File: src/rtl/spi_frame_controller_if.sv
// Command/error bus of the SPI frame controller: the controller is the master,
// the downstream consumer is the slave and owns cmd_ready.
interface spi_frame_controller_if;
    logic        cmd_valid;
    logic        cmd_ready;
    logic [1:0]  cmd_opcode;
    logic [5:0]  cmd_addr;
    logic [23:0] cmd_data;
    logic        err_valid;
    logic [2:0]  err_code;

    modport master (
        output cmd_valid, cmd_opcode, cmd_addr, cmd_data, err_valid, err_code,
        input  cmd_ready
    );

    modport slave (
        input  cmd_valid, cmd_opcode, cmd_addr, cmd_data, err_valid, err_code,
        output cmd_ready
    );
endinterface

File: src/rtl/spi_frame_controller.sv
// Samples a raw SPI slave port, validates 32-bit command frames and issues one
// command at a time over a valid/ready handshake, reporting rejected frames.
module spi_frame_controller #(
    parameter int NUM_CHANNELS   = 8,
    parameter int TIMEOUT_CYCLES = 255
) (
    input  logic                          clock,
    input  logic                          reset,
    input  logic                          sclk,
    input  logic                          ss_n,
    input  logic                          mosi,
    spi_frame_controller_if.master        cmd_bus,
    output logic [15:0]                   frame_count,
    output logic                          busy
);
    localparam int WAIT_W = (TIMEOUT_CYCLES < 2) ? 1 : $clog2(TIMEOUT_CYCLES);
    localparam logic [WAIT_W-1:0] WAIT_LAST  = WAIT_W'(TIMEOUT_CYCLES - 1);
    localparam logic [6:0]        CHAN_LIMIT = 7'(NUM_CHANNELS);

    typedef enum logic [2:0] {IDLE, SHIFT, CHECK, ISSUE, DRAIN} state_t;

    logic [2:0]        sclk_sync_reg, ss_sync_reg, mosi_sync_reg;
    state_t            state_reg;
    logic [31:0]       shift_reg;
    logic [5:0]        bit_cnt_reg;
    logic [WAIT_W-1:0] wait_cnt_reg;
    logic              overrun_reg, drain_err_reg;
    logic [1:0]        settle_reg;
    logic              armed_reg;
    logic              cmd_valid_reg, err_valid_reg, busy_reg;
    logic [1:0]        opcode_reg;
    logic [5:0]        addr_reg;
    logic [23:0]       data_reg;
    logic [2:0]        err_code_reg, check_code;
    logic [15:0]       frame_count_reg;
    logic              sclk_rise, ss_fall, ss_rise, issue_overrun;

    always_ff @(posedge clock) begin
        if (reset) begin
            sclk_sync_reg <= 3'b000;
            ss_sync_reg   <= 3'b111;
            mosi_sync_reg <= 3'b000;
        end else begin
            sclk_sync_reg <= {sclk_sync_reg[1:0], sclk};
            ss_sync_reg   <= {ss_sync_reg[1:0], ss_n};
            mosi_sync_reg <= {mosi_sync_reg[1:0], mosi};
        end
    end

    assign sclk_rise     = ~sclk_sync_reg[2] & sclk_sync_reg[1];
    assign ss_fall       = ss_sync_reg[2] & ~ss_sync_reg[1];
    assign ss_rise       = ~ss_sync_reg[2] & ss_sync_reg[1];
    assign issue_overrun = overrun_reg | ss_fall;

    // Frame validation, highest-priority failure wins.
    always_comb begin
        check_code = 3'b000;
        if (bit_cnt_reg != 6'd32)
            check_code = 3'b001;
        else if (shift_reg[31:30] == 2'b00 || shift_reg[31:30] == 2'b11)
            check_code = 3'b010;
        else if ({1'b0, shift_reg[29:24]} >= CHAN_LIMIT)
            check_code = 3'b011;
    end

    always_ff @(posedge clock) begin
        if (reset) begin
            state_reg       <= IDLE;
            shift_reg       <= '0;
            bit_cnt_reg     <= '0;
            wait_cnt_reg    <= '0;
            overrun_reg     <= 1'b0;
            drain_err_reg   <= 1'b0;
            settle_reg      <= '0;
            armed_reg       <= 1'b0;
            cmd_valid_reg   <= 1'b0;
            err_valid_reg   <= 1'b0;
            busy_reg        <= 1'b0;
            opcode_reg      <= '0;
            addr_reg        <= '0;
            data_reg        <= '0;
            err_code_reg    <= '0;
            frame_count_reg <= '0;
        end else begin
            err_valid_reg <= 1'b0;
            // A frame already running at reset release must not be picked up
            // mid-way: only arm once the flushed synchronizer shows ss_n idle.
            if (settle_reg != 2'd3)
                settle_reg <= settle_reg + 2'd1;
            else if (ss_sync_reg[2] & ss_sync_reg[1])
                armed_reg <= 1'b1;

            case (state_reg)
                IDLE: begin
                    if (ss_fall && armed_reg) begin
                        state_reg   <= SHIFT;
                        shift_reg   <= '0;
                        bit_cnt_reg <= '0;
                        busy_reg    <= 1'b1;
                    end
                end
                SHIFT: begin
                    // Stage 2 of mosi is the value held just before the decoded sclk rise.
                    if (sclk_rise) begin
                        shift_reg <= {shift_reg[30:0], mosi_sync_reg[2]};
                        if (bit_cnt_reg != 6'd33)
                            bit_cnt_reg <= bit_cnt_reg + 6'd1;
                    end
                    if (ss_rise)
                        state_reg <= CHECK;
                end
                CHECK: begin
                    if (check_code != 3'b000) begin
                        err_valid_reg <= 1'b1;
                        err_code_reg  <= check_code;
                        overrun_reg   <= 1'b0;
                        busy_reg      <= 1'b0;
                        state_reg     <= IDLE;
                    end else begin
                        cmd_valid_reg <= 1'b1;
                        opcode_reg    <= shift_reg[31:30];
                        addr_reg      <= shift_reg[29:24];
                        data_reg      <= shift_reg[23:0];
                        wait_cnt_reg  <= '0;
                        overrun_reg   <= ss_fall;
                        state_reg     <= ISSUE;
                    end
                end
                ISSUE: begin
                    if (cmd_bus.cmd_ready || wait_cnt_reg == WAIT_LAST) begin
                        cmd_valid_reg <= 1'b0;
                        opcode_reg    <= '0;
                        addr_reg      <= '0;
                        data_reg      <= '0;
                        overrun_reg   <= 1'b0;
                        err_valid_reg <= issue_overrun | ~cmd_bus.cmd_ready;
                        if (cmd_bus.cmd_ready) begin
                            frame_count_reg <= frame_count_reg + 16'd1;
                            err_code_reg    <= issue_overrun ? 3'b100 : err_code_reg;
                        end else begin
                            // Timeout reported now; a pending overrun follows from DRAIN.
                            err_code_reg  <= 3'b101;
                            drain_err_reg <= issue_overrun;
                        end
                        if (issue_overrun) begin
                            state_reg <= DRAIN;
                        end else begin
                            state_reg <= IDLE;
                            busy_reg  <= 1'b0;
                        end
                    end else begin
                        wait_cnt_reg <= wait_cnt_reg + 1'b1;
                        overrun_reg  <= issue_overrun;
                    end
                end
                DRAIN: begin
                    if (drain_err_reg) begin
                        err_valid_reg <= 1'b1;
                        err_code_reg  <= 3'b100;
                        drain_err_reg <= 1'b0;
                    end
                    if (ss_sync_reg[1]) begin
                        state_reg <= IDLE;
                        busy_reg  <= 1'b0;
                    end
                end
                default: begin
                    state_reg <= IDLE;
                    busy_reg  <= 1'b0;
                end
            endcase
        end
    end

    assign cmd_bus.cmd_valid  = cmd_valid_reg;
    assign cmd_bus.cmd_opcode = opcode_reg;
    assign cmd_bus.cmd_addr   = addr_reg;
    assign cmd_bus.cmd_data   = data_reg;
    assign cmd_bus.err_valid  = err_valid_reg;
    assign cmd_bus.err_code   = err_code_reg;
    assign frame_count        = frame_count_reg;
    assign busy               = busy_reg;
endmodule

File: src/flat_wrapper.sv
// flat-port wrapper written by rule: the top's interface ports become plain ports
module spi_frame_controller_flat 
#(
    parameter int NUM_CHANNELS   = 8,
    parameter int TIMEOUT_CYCLES = 255
)
  (clock, reset, sclk, ss_n, mosi, frame_count, busy, cmd_bus_cmd_valid, cmd_bus_cmd_opcode, cmd_bus_cmd_addr, cmd_bus_cmd_data, cmd_bus_err_valid, cmd_bus_err_code, cmd_bus_cmd_ready);
  spi_frame_controller_if cmd_bus_i ();
  input  logic clock;
  input  logic reset;
  input  logic sclk;
  input  logic ss_n;
  input  logic mosi;
  output logic [15:0] frame_count;
  output logic busy;
  output wire logic [$bits(cmd_bus_i.cmd_valid)-1:0] cmd_bus_cmd_valid;
  output wire logic [$bits(cmd_bus_i.cmd_opcode)-1:0] cmd_bus_cmd_opcode;
  output wire logic [$bits(cmd_bus_i.cmd_addr)-1:0] cmd_bus_cmd_addr;
  output wire logic [$bits(cmd_bus_i.cmd_data)-1:0] cmd_bus_cmd_data;
  output wire logic [$bits(cmd_bus_i.err_valid)-1:0] cmd_bus_err_valid;
  output wire logic [$bits(cmd_bus_i.err_code)-1:0] cmd_bus_err_code;
  input wire logic [$bits(cmd_bus_i.cmd_ready)-1:0] cmd_bus_cmd_ready;
  assign cmd_bus_cmd_valid = cmd_bus_i.cmd_valid;
  assign cmd_bus_cmd_opcode = cmd_bus_i.cmd_opcode;
  assign cmd_bus_cmd_addr = cmd_bus_i.cmd_addr;
  assign cmd_bus_cmd_data = cmd_bus_i.cmd_data;
  assign cmd_bus_err_valid = cmd_bus_i.err_valid;
  assign cmd_bus_err_code = cmd_bus_i.err_code;
  assign cmd_bus_i.cmd_ready = cmd_bus_cmd_ready;
  spi_frame_controller #(.NUM_CHANNELS(NUM_CHANNELS), .TIMEOUT_CYCLES(TIMEOUT_CYCLES)) u_core (.clock(clock), .reset(reset), .sclk(sclk), .ss_n(ss_n), .mosi(mosi), .cmd_bus(cmd_bus_i), .frame_count(frame_count), .busy(busy));
endmodule
File: config.mk
export PLATFORM = sky130hd
export DESIGN_NAME = spi_frame_controller_flat
export DESIGN_NICKNAME = d
export VERILOG_FILES = /design/src/rtl/spi_frame_controller_if.sv /design/src/rtl/spi_frame_controller.sv /design/src/flat_wrapper.sv
export SDC_FILE = /design/constraint.sdc
export NUM_CORES = 1
export LEC_CHECK = 0
export CELL_PAD_IN_SITES_DETAIL_PLACEMENT = 1
export CELL_PAD_IN_SITES_GLOBAL_PLACEMENT = 1
export CORE_MARGIN = 10
export CORE_UTILIZATION = 39
export DETAILED_ROUTE_END_ITERATION = 7
export PLACE_DENSITY_LB_ADDON = 0.1
export SYNTH_ARGS = -nofsm -noshare
export SYNTH_HDL_FRONTEND = slang
export SYNTH_SLANG_ARGS = --single-unit
File: constraint.sdc
create_clock -name clock -period 1.75 [get_ports clock]
set_input_delay 0.35 -clock clock [delete_from_list [all_inputs] [get_ports clock]]
set_output_delay 0.35 -clock clock [all_outputs]
set_load 0.01 [all_outputs]
# Yosys cells after proc, flatten, opt, wreduce, memory -nomap -nowiden
# Index checks and enable logic that the tools add are counted.
dict set report word_totals {
  ff_bits 117
  input_bits 6
  out_inout_bits 54
}
dict set report classes {
  eq_ne 22
  n_addsub 4
  n_mux 54
  reduce_logical 20
  bitwise_logic 12
  magnitude_cmp 1
}
# op n
set ops {}
lappend ops {{32-bit two-way mux} 2}
lappend ops {{32-bit one-hot mux with 2 select lines} 1}
lappend ops {{24-bit two-way mux} 2}
lappend ops {{24-bit one-hot mux with 2 select lines} 1}
lappend ops {{3-bit two-way mux} 12}
lappend ops {{6-bit two-way mux} 5}
lappend ops {{6-bit one-hot mux with 2 select lines} 2}
lappend ops {{16-bit by 1-bit adder with 16-bit output, second input constant} 1}
lappend ops {{8-bit two-way mux} 2}
lappend ops {{2-bit by 1-bit inequality test with 1-bit output, second input constant} 8}
lappend ops {{8-bit one-hot mux with 2 select lines} 1}
lappend ops {{3-bit one-hot mux with 5 select lines} 1}
lappend ops {{3-bit AND reduction} 5}
lappend ops {{1-bit two-way mux} 14}
lappend ops {{6-bit inequality test, second input constant} 2}
lappend ops {{2-bit inequality test, second input constant} 5}
lappend ops {{3-bit one-hot mux with 3 select lines} 1}
lappend ops {{8-bit by 1-bit adder with 8-bit output, second input constant} 1}
lappend ops {{8-bit == test, second input constant} 1}
lappend ops {{2-bit two-way mux} 4}
lappend ops {{4-bit AND reduction} 2}
lappend ops {{6-bit by 1-bit adder with 6-bit output, second input constant} 1}
lappend ops {{3-bit by 2-bit == test with 1-bit output, second input constant} 2}
lappend ops {{6-bit by 4-bit greater-or-equal comparator with 1-bit output, second input constant} 1}
lappend ops {{other kinds (21)} 36}

# Longest topological paths before layout
dict set report logic_depth {
  word_depth 7
  depth_mapped 8
}

# Worst setup path after synthesis
# Ideal clock, no wire load.
dict set report synth_timing {
  path_kind {register -> register}
  from {reg u_core.bit_cnt_reg[0]}
  to {reg u_core.state_reg[0]}
  n_path_buf 1
  period_less_slack_ns 1.779
  stages_incl_launch_ff 8
  setup_slack_ns -0.029
  setup_time_ns 0.116
  arrival_time_ns 1.662
  path_cell_list {dfxtp_1 -> inv_1 -> ha_1 -> and4bb_2 -> nand4_4 -> clkbuf_1 -> o211ai_1 -> o211a_1}
}
dict set report synth_via {
  elab_chain_cells 5
}
# element line_no
set synth_rtl {}
lappend synth_rtl {{from (decl)} spi_frame_controller.sv:25} ;# logic [5:0] bit_cnt_reg;
lappend synth_rtl {{from (signal assigned)} spi_frame_controller.sv:107} ;# bit_cnt_reg <= bit_cnt_reg + 6'd1;
lappend synth_rtl {{6-bit inequality test} spi_frame_controller.sv:58} ;# if (bit_cnt_reg != 6'd32)
lappend synth_rtl {{3-bit two-way mux} spi_frame_controller.sv:58}
lappend synth_rtl {{3-bit nonzero test} spi_frame_controller.sv:113} ;# if (check_code != 3'b000) begin
lappend synth_rtl {{2-bit two-way mux} spi_frame_controller.sv:113}
lappend synth_rtl {{3-bit one-hot mux with 5 select lines} spi_frame_controller.sv:93} ;# case (state_reg)
lappend synth_rtl {{to (signal assigned)} spi_frame_controller.sv:96} ;# state_reg <= SHIFT;
lappend synth_rtl {{to (signal assigned)} spi_frame_controller.sv:110} ;# state_reg <= CHECK;
lappend synth_rtl {{to (signal assigned)} spi_frame_controller.sv:118} ;# state_reg <= IDLE;
lappend synth_rtl {{to (decl)} spi_frame_controller.sv:23} ;# state_t state_reg;
# No other way between the ends.
# A chain may end at the register's enable or synchronous reset.

# Worst setup path after layout
dict set report layout_timing {
  from {reg u_core.bit_cnt_reg[1]}
  to {reg u_core.data_reg[13], in the netlist u_core.cmd_bus.cmd_data[13]}
}
dict set report layout_via {
  elab_chain_cells 5
}
# element line_no
set layout_rtl {}
lappend layout_rtl {{6-bit inequality test} spi_frame_controller.sv:58}
lappend layout_rtl {{3-bit two-way mux} spi_frame_controller.sv:58}
lappend layout_rtl {{3-bit nonzero test} spi_frame_controller.sv:113}
lappend layout_rtl {{2-bit inequality test (no line)} --}
lappend layout_rtl {{3-bit AND reduction (no line)} --}
lappend layout_rtl {{to (signal assigned)} spi_frame_controller.sv:123} ;# data_reg <= shift_reg[23:0];
lappend layout_rtl {{to (decl)} spi_frame_controller.sv:33} ;# logic [23:0] data_reg;
# No other way between the ends.

==> implementation parameters <==
Parameter                              Value

Detailed routing
  Detailed Route WL ... 14700 µm
  Number of nets still failing antenna checks after routing ... 0
  DRC Markers ... 0
  First-pass iteration count of the detailed router ... 4
  Per-cell routed wire length ... 18.1 µm
  Drt first-iter violations ... 221
  Average via count per standard cell ... approximately 5.2
  DR vias ... 4238

Setup path
  R2R setup slack ... -30 ps
  Critical path required time ... 2110 ps
  Endpoint class of the critical path ... register
  Largest fanout on the critical path ... 8
  Arrival time reported for the critical path endpoint ... 2140 ps
  Number of buffer and inverter instances along the worst setup path ... 3
  Critical-path top delay cell ... sky130_fd_sc_hd__dfxtp_2
  FF-to-FF Start ... u_core.bit_cnt_reg[1]
  Critical path startpoint ... u_core.bit_cnt_reg[1]
  Setup Crit Path Kind ... reg -> reg
  Worst-case reg-to-reg path depth ... 8
  Crit path depth ... 8
  R2R Path End ... u_core.cmd_bus.cmd_data[13]
  Critical Path Sink ... u_core.cmd_bus.cmd_data[13]
  Slowest stage delay, CP ... 330 ps
  Critical Path Source Type ... register
  Kind of cell with the highest combined delay on the critical path ... compound AO/OA/AOI/OAI gates
  Cell breakdown of the critical path ... inv_2 -> ha_4 -> and4bb_2 -> a41o_4 -> a31oi_4 -> buf_12 -> clkbuf_16 -> a22o_1

Synth
  Synth warn ... 0
  Mean instance size in the synthesized netlist ... 10.0 µm²
  Commonest register cell after synthesis ... sky130_fd_sc_hd__dfxtp_1
  Top cells by area in the synthesized netlist ... sky130_fd_sc_hd__dfxtp_1 (47%), sky130_fd_sc_hd__mux2i_1 (7.0%), sky130_fd_sc_hd__a22o_1 (5.1%), sky130_fd_sc_hd__and2_1 (4.6%), sky130_fd_sc_hd__nor2_1 (4.1%)
  Count of unique library cells instantiated by Yosys ... 74
  Proportion of register bits with asynchronous set or reset after synthesis ... 0%
  Instance count of the mapped netlist ... 502
  Synthesized Nets ... 515
  Yosys top cell by area ... sky130_fd_sc_hd__dfxtp_1
  Number of synthesized register bits ... 117
  Cell area after technology mapping ... 5030 µm²
  Most frequently used cell type in the post-synthesis netlist ... sky130_fd_sc_hd__dfxtp_1
  Sequential element share of the synthesized area ... 46.6%
  Post-synth EDFFs ... 0
  Cell types with the highest counts after synthesis ... sky130_fd_sc_hd__dfxtp_1 (117), sky130_fd_sc_hd__nor2_1 (55), sky130_fd_sc_hd__and2_1 (37), sky130_fd_sc_hd__mux2i_1 (35), sky130_fd_sc_hd__a22o_1 (29)
  Portion of synthesized cell area occupied by the leading cell type ... 46.6%

Layout
  Combined area of the multi-input logic cells ... ~2600 µm²
  Number of inserted diodes ... 0
  Sequential cell area ... between 2000 and 2500 µm²
  Max reg flops ... 32
  Area delta synth->final ... 41.7%
  Nets ... 639
  Final core utilization ... 56.5%
  Non-filler cells in the finished layout ... 811
  Layout filler cell count ... 1397
  Fraction of final layout cells sized beyond drive strength 1 ... 24.1%

Die
  Starting Density ... about two fifths
  Core area ... 12600 µm²
  IO Count ... 60
  Chip width ... 134 µm
  Number of rows created at floorplan ... slightly above 40
  DIE AREA ... 17800 µm²
  Height of the die ... around 130 µm

Clock tree
  Deepest level of the CTS H-tree ... 4
  Buffer type at the clock tree root ... sky130_fd_sc_hd__clkbuf_16
  Insertion delay of the later-clocked pin in the worst-skew pair ... ~420 ps
  TritonCTS clock tree ... built
  Number of hold buffers added after cts ... 0
  Number of buffers created by CTS ... 17
  Register clock-pin slew on the reported worst setup and hold paths ... 60 ps
  Clock tree buffer depth ... 2
  TritonCTS sink count ... 117

GRT
  Remaining Overflow, GRT ... 0
  Pin count of the biggest net entering global routing ... 34
  Via count of the first global-routing pass ... 4403
  Total global-route track usage ... 15.4%
  Wire length of the first global-routing pass ... 22400 µm
  Initial antenna violation count ... 0

STA
  Number of pins exceeding their max-slew limit in the final report ... 0
  Post-route clock period utilization ... 102%
  Hold Fails Final Rpt ... 0
  Relative slew slack ... around three quarters
  Count of final setup violators ... 10
  Setup tns final ... -97.6 ps
  Worst Hold Slack ... 319 ps
  Slew at the pin closest to its max-slew limit ... 389 ps
  Period minus WS final ... ~1800 ps
  Maximum clock rate ... 0.561 GHz
  Post-Route Skew ... 6.15 ps
  Worst-case setup margin in the final layout ... -32.3 ps
  RSZ-0062 raised after global routing ... true

Placed design
  Routability congestion estimate ... 0.778
  Estimated wirelength of the detail-placed design ... 9290 µm
  Number of buffer cells added on primary ports ... 59
  Placed Cells incl. Taps ... 761

Run status
  Violated checks ... negative setup slack
  Run status ... finished, violations left

Pwr
  Total chip power ... 6450 µW
  Power density over the cells ... between 900 and 1000 nW/µm²
  Leakage Power ... 0.00275 µW
  Worst IR Drop VDD ... 0.000500 V

Job
  Max-cap violation count ... 0

Hold path
  Class of the tightest hold or removal check ... in -> reg
==> placed cells by master, fill, tap and decap left out, types with 7 or more instances in the layout <==
| cell type | count |
|---|---|
| sky130_fd_sc_hd__a21oi_1 | 17 |
| sky130_fd_sc_hd__a22o_1 | 29 |
| sky130_fd_sc_hd__and2_1 | 37 |
| sky130_fd_sc_hd__buf_12 | 7 |
| sky130_fd_sc_hd__buf_4 | 61 |
| sky130_fd_sc_hd__clkbuf_16 | 20 |
| sky130_fd_sc_hd__clkdlybuf4s50_1 | 45 |
| sky130_fd_sc_hd__dfxtp_1 | 109 |
| sky130_fd_sc_hd__dlygate4sd2_1 | 11 |
| sky130_fd_sc_hd__inv_1 | 7 |
| sky130_fd_sc_hd__mux2i_1 | 35 |
| sky130_fd_sc_hd__nand2_1 | 18 |
| sky130_fd_sc_hd__nand3_1 | 12 |
| sky130_fd_sc_hd__nand4_1 | 8 |
| sky130_fd_sc_hd__nor2_1 | 55 |
| sky130_fd_sc_hd__nor2b_1 | 12 |
| sky130_fd_sc_hd__xnor2_1 | 7 |
| sky130_fd_sc_hd__xor2_1 | 7 |
==> logic make-up (layout without fill, tap and decap cells) <==
logic type / after synthesis / after routing / share of synthesized area (%)
AO/OA/AOI/OAI: 101 / 101 / 16.3
XOR/XNOR: 14 / 14 / 2.44
adder cells (fa/ha/maj): 7 / 7 / 1.74
buffers and inverters: 41 / 177 / 4.35
flip-flops: 117 / 117 / 46.6
multiplexers: 37 / 37 / 7.41
AND/OR/NAND/NOR: 185 / 186 / 21.1
==> stage by stage <==
stage / instance area (µm²) / worst slack [ps]
5_1_grt: 7130 / -75.0
3_3_place_gp: 6170 / -340
3_5_place_dp: 6170 / -421
6_report: 7130 / -32.3
2_1_floorplan: 5030 / 25.9
4_1_cts: 6920 / -31.5
==> cell type report <==
cell class | instances | area share, %
well taps | 172 | 3.02
clock inverters | 14 | 2.25
inverters | 10 | 0.527
multi-input cells | 345 | 36.2
flip-flops and latches | 117 | 33.1
clock buffers | 18 | 6.16
repair buffers | 135 | 18.8
==> metal layers <==
layer  vias up  GRT usage [%]  part of all wire (%)
met4         0           6.71                   1.7
met2        74           26.9                    52
li1       2061              -                     -
met3        24           3.98                   3.7
met1      2079           17.3                    43
met5         -              0                     0
==> worst reg2reg max path: stages, from the launching register on <==
cell	delay, ps
sky130_fd_sc_hd__dfxtp_2	330
sky130_fd_sc_hd__inv_2	50
sky130_fd_sc_hd__ha_4	160
sky130_fd_sc_hd__and4bb_2	240
sky130_fd_sc_hd__a41o_4	290
sky130_fd_sc_hd__a31oi_4	180
sky130_fd_sc_hd__buf_12	170
sky130_fd_sc_hd__clkbuf_16	170
sky130_fd_sc_hd__a22o_1	150
==> repair_timing <==
action                                  in CTS  in global routing
pin swaps                                   11                 25
endpoints found under the setup margin     101                 70
resized for setup                           30                 14
cloned                                       3                  4
buffers inserted                             4                  7
==> power breakdown <==
| part | internal [µW] | switching [µW] |
|---|---|---|
| Sequential | 2680 | 13.4 |
| Clock | 2250 | 1280 |
| Combinational | 101 | 114 |
==> worst min-delay path by stage <==
stage                               start                    endpoint  slack [ps]  depth (start not counted)
floorplan           u_core.ss_sync_reg[0]       u_core.ss_sync_reg[1]         390                          1
global placement    u_core.ss_sync_reg[0]       u_core.ss_sync_reg[1]         390                          1
detailed placement  u_core.ss_sync_reg[0]       u_core.ss_sync_reg[1]         400                          1
CTS                                 reset  u_core.cmd_bus.err_code[0]         290                          2
global route                        reset  u_core.cmd_bus.err_code[0]         320                          2
finish                              reset  u_core.cmd_bus.err_code[0]         320                          2
Note: power is estimated with default switching activity, not from simulation.
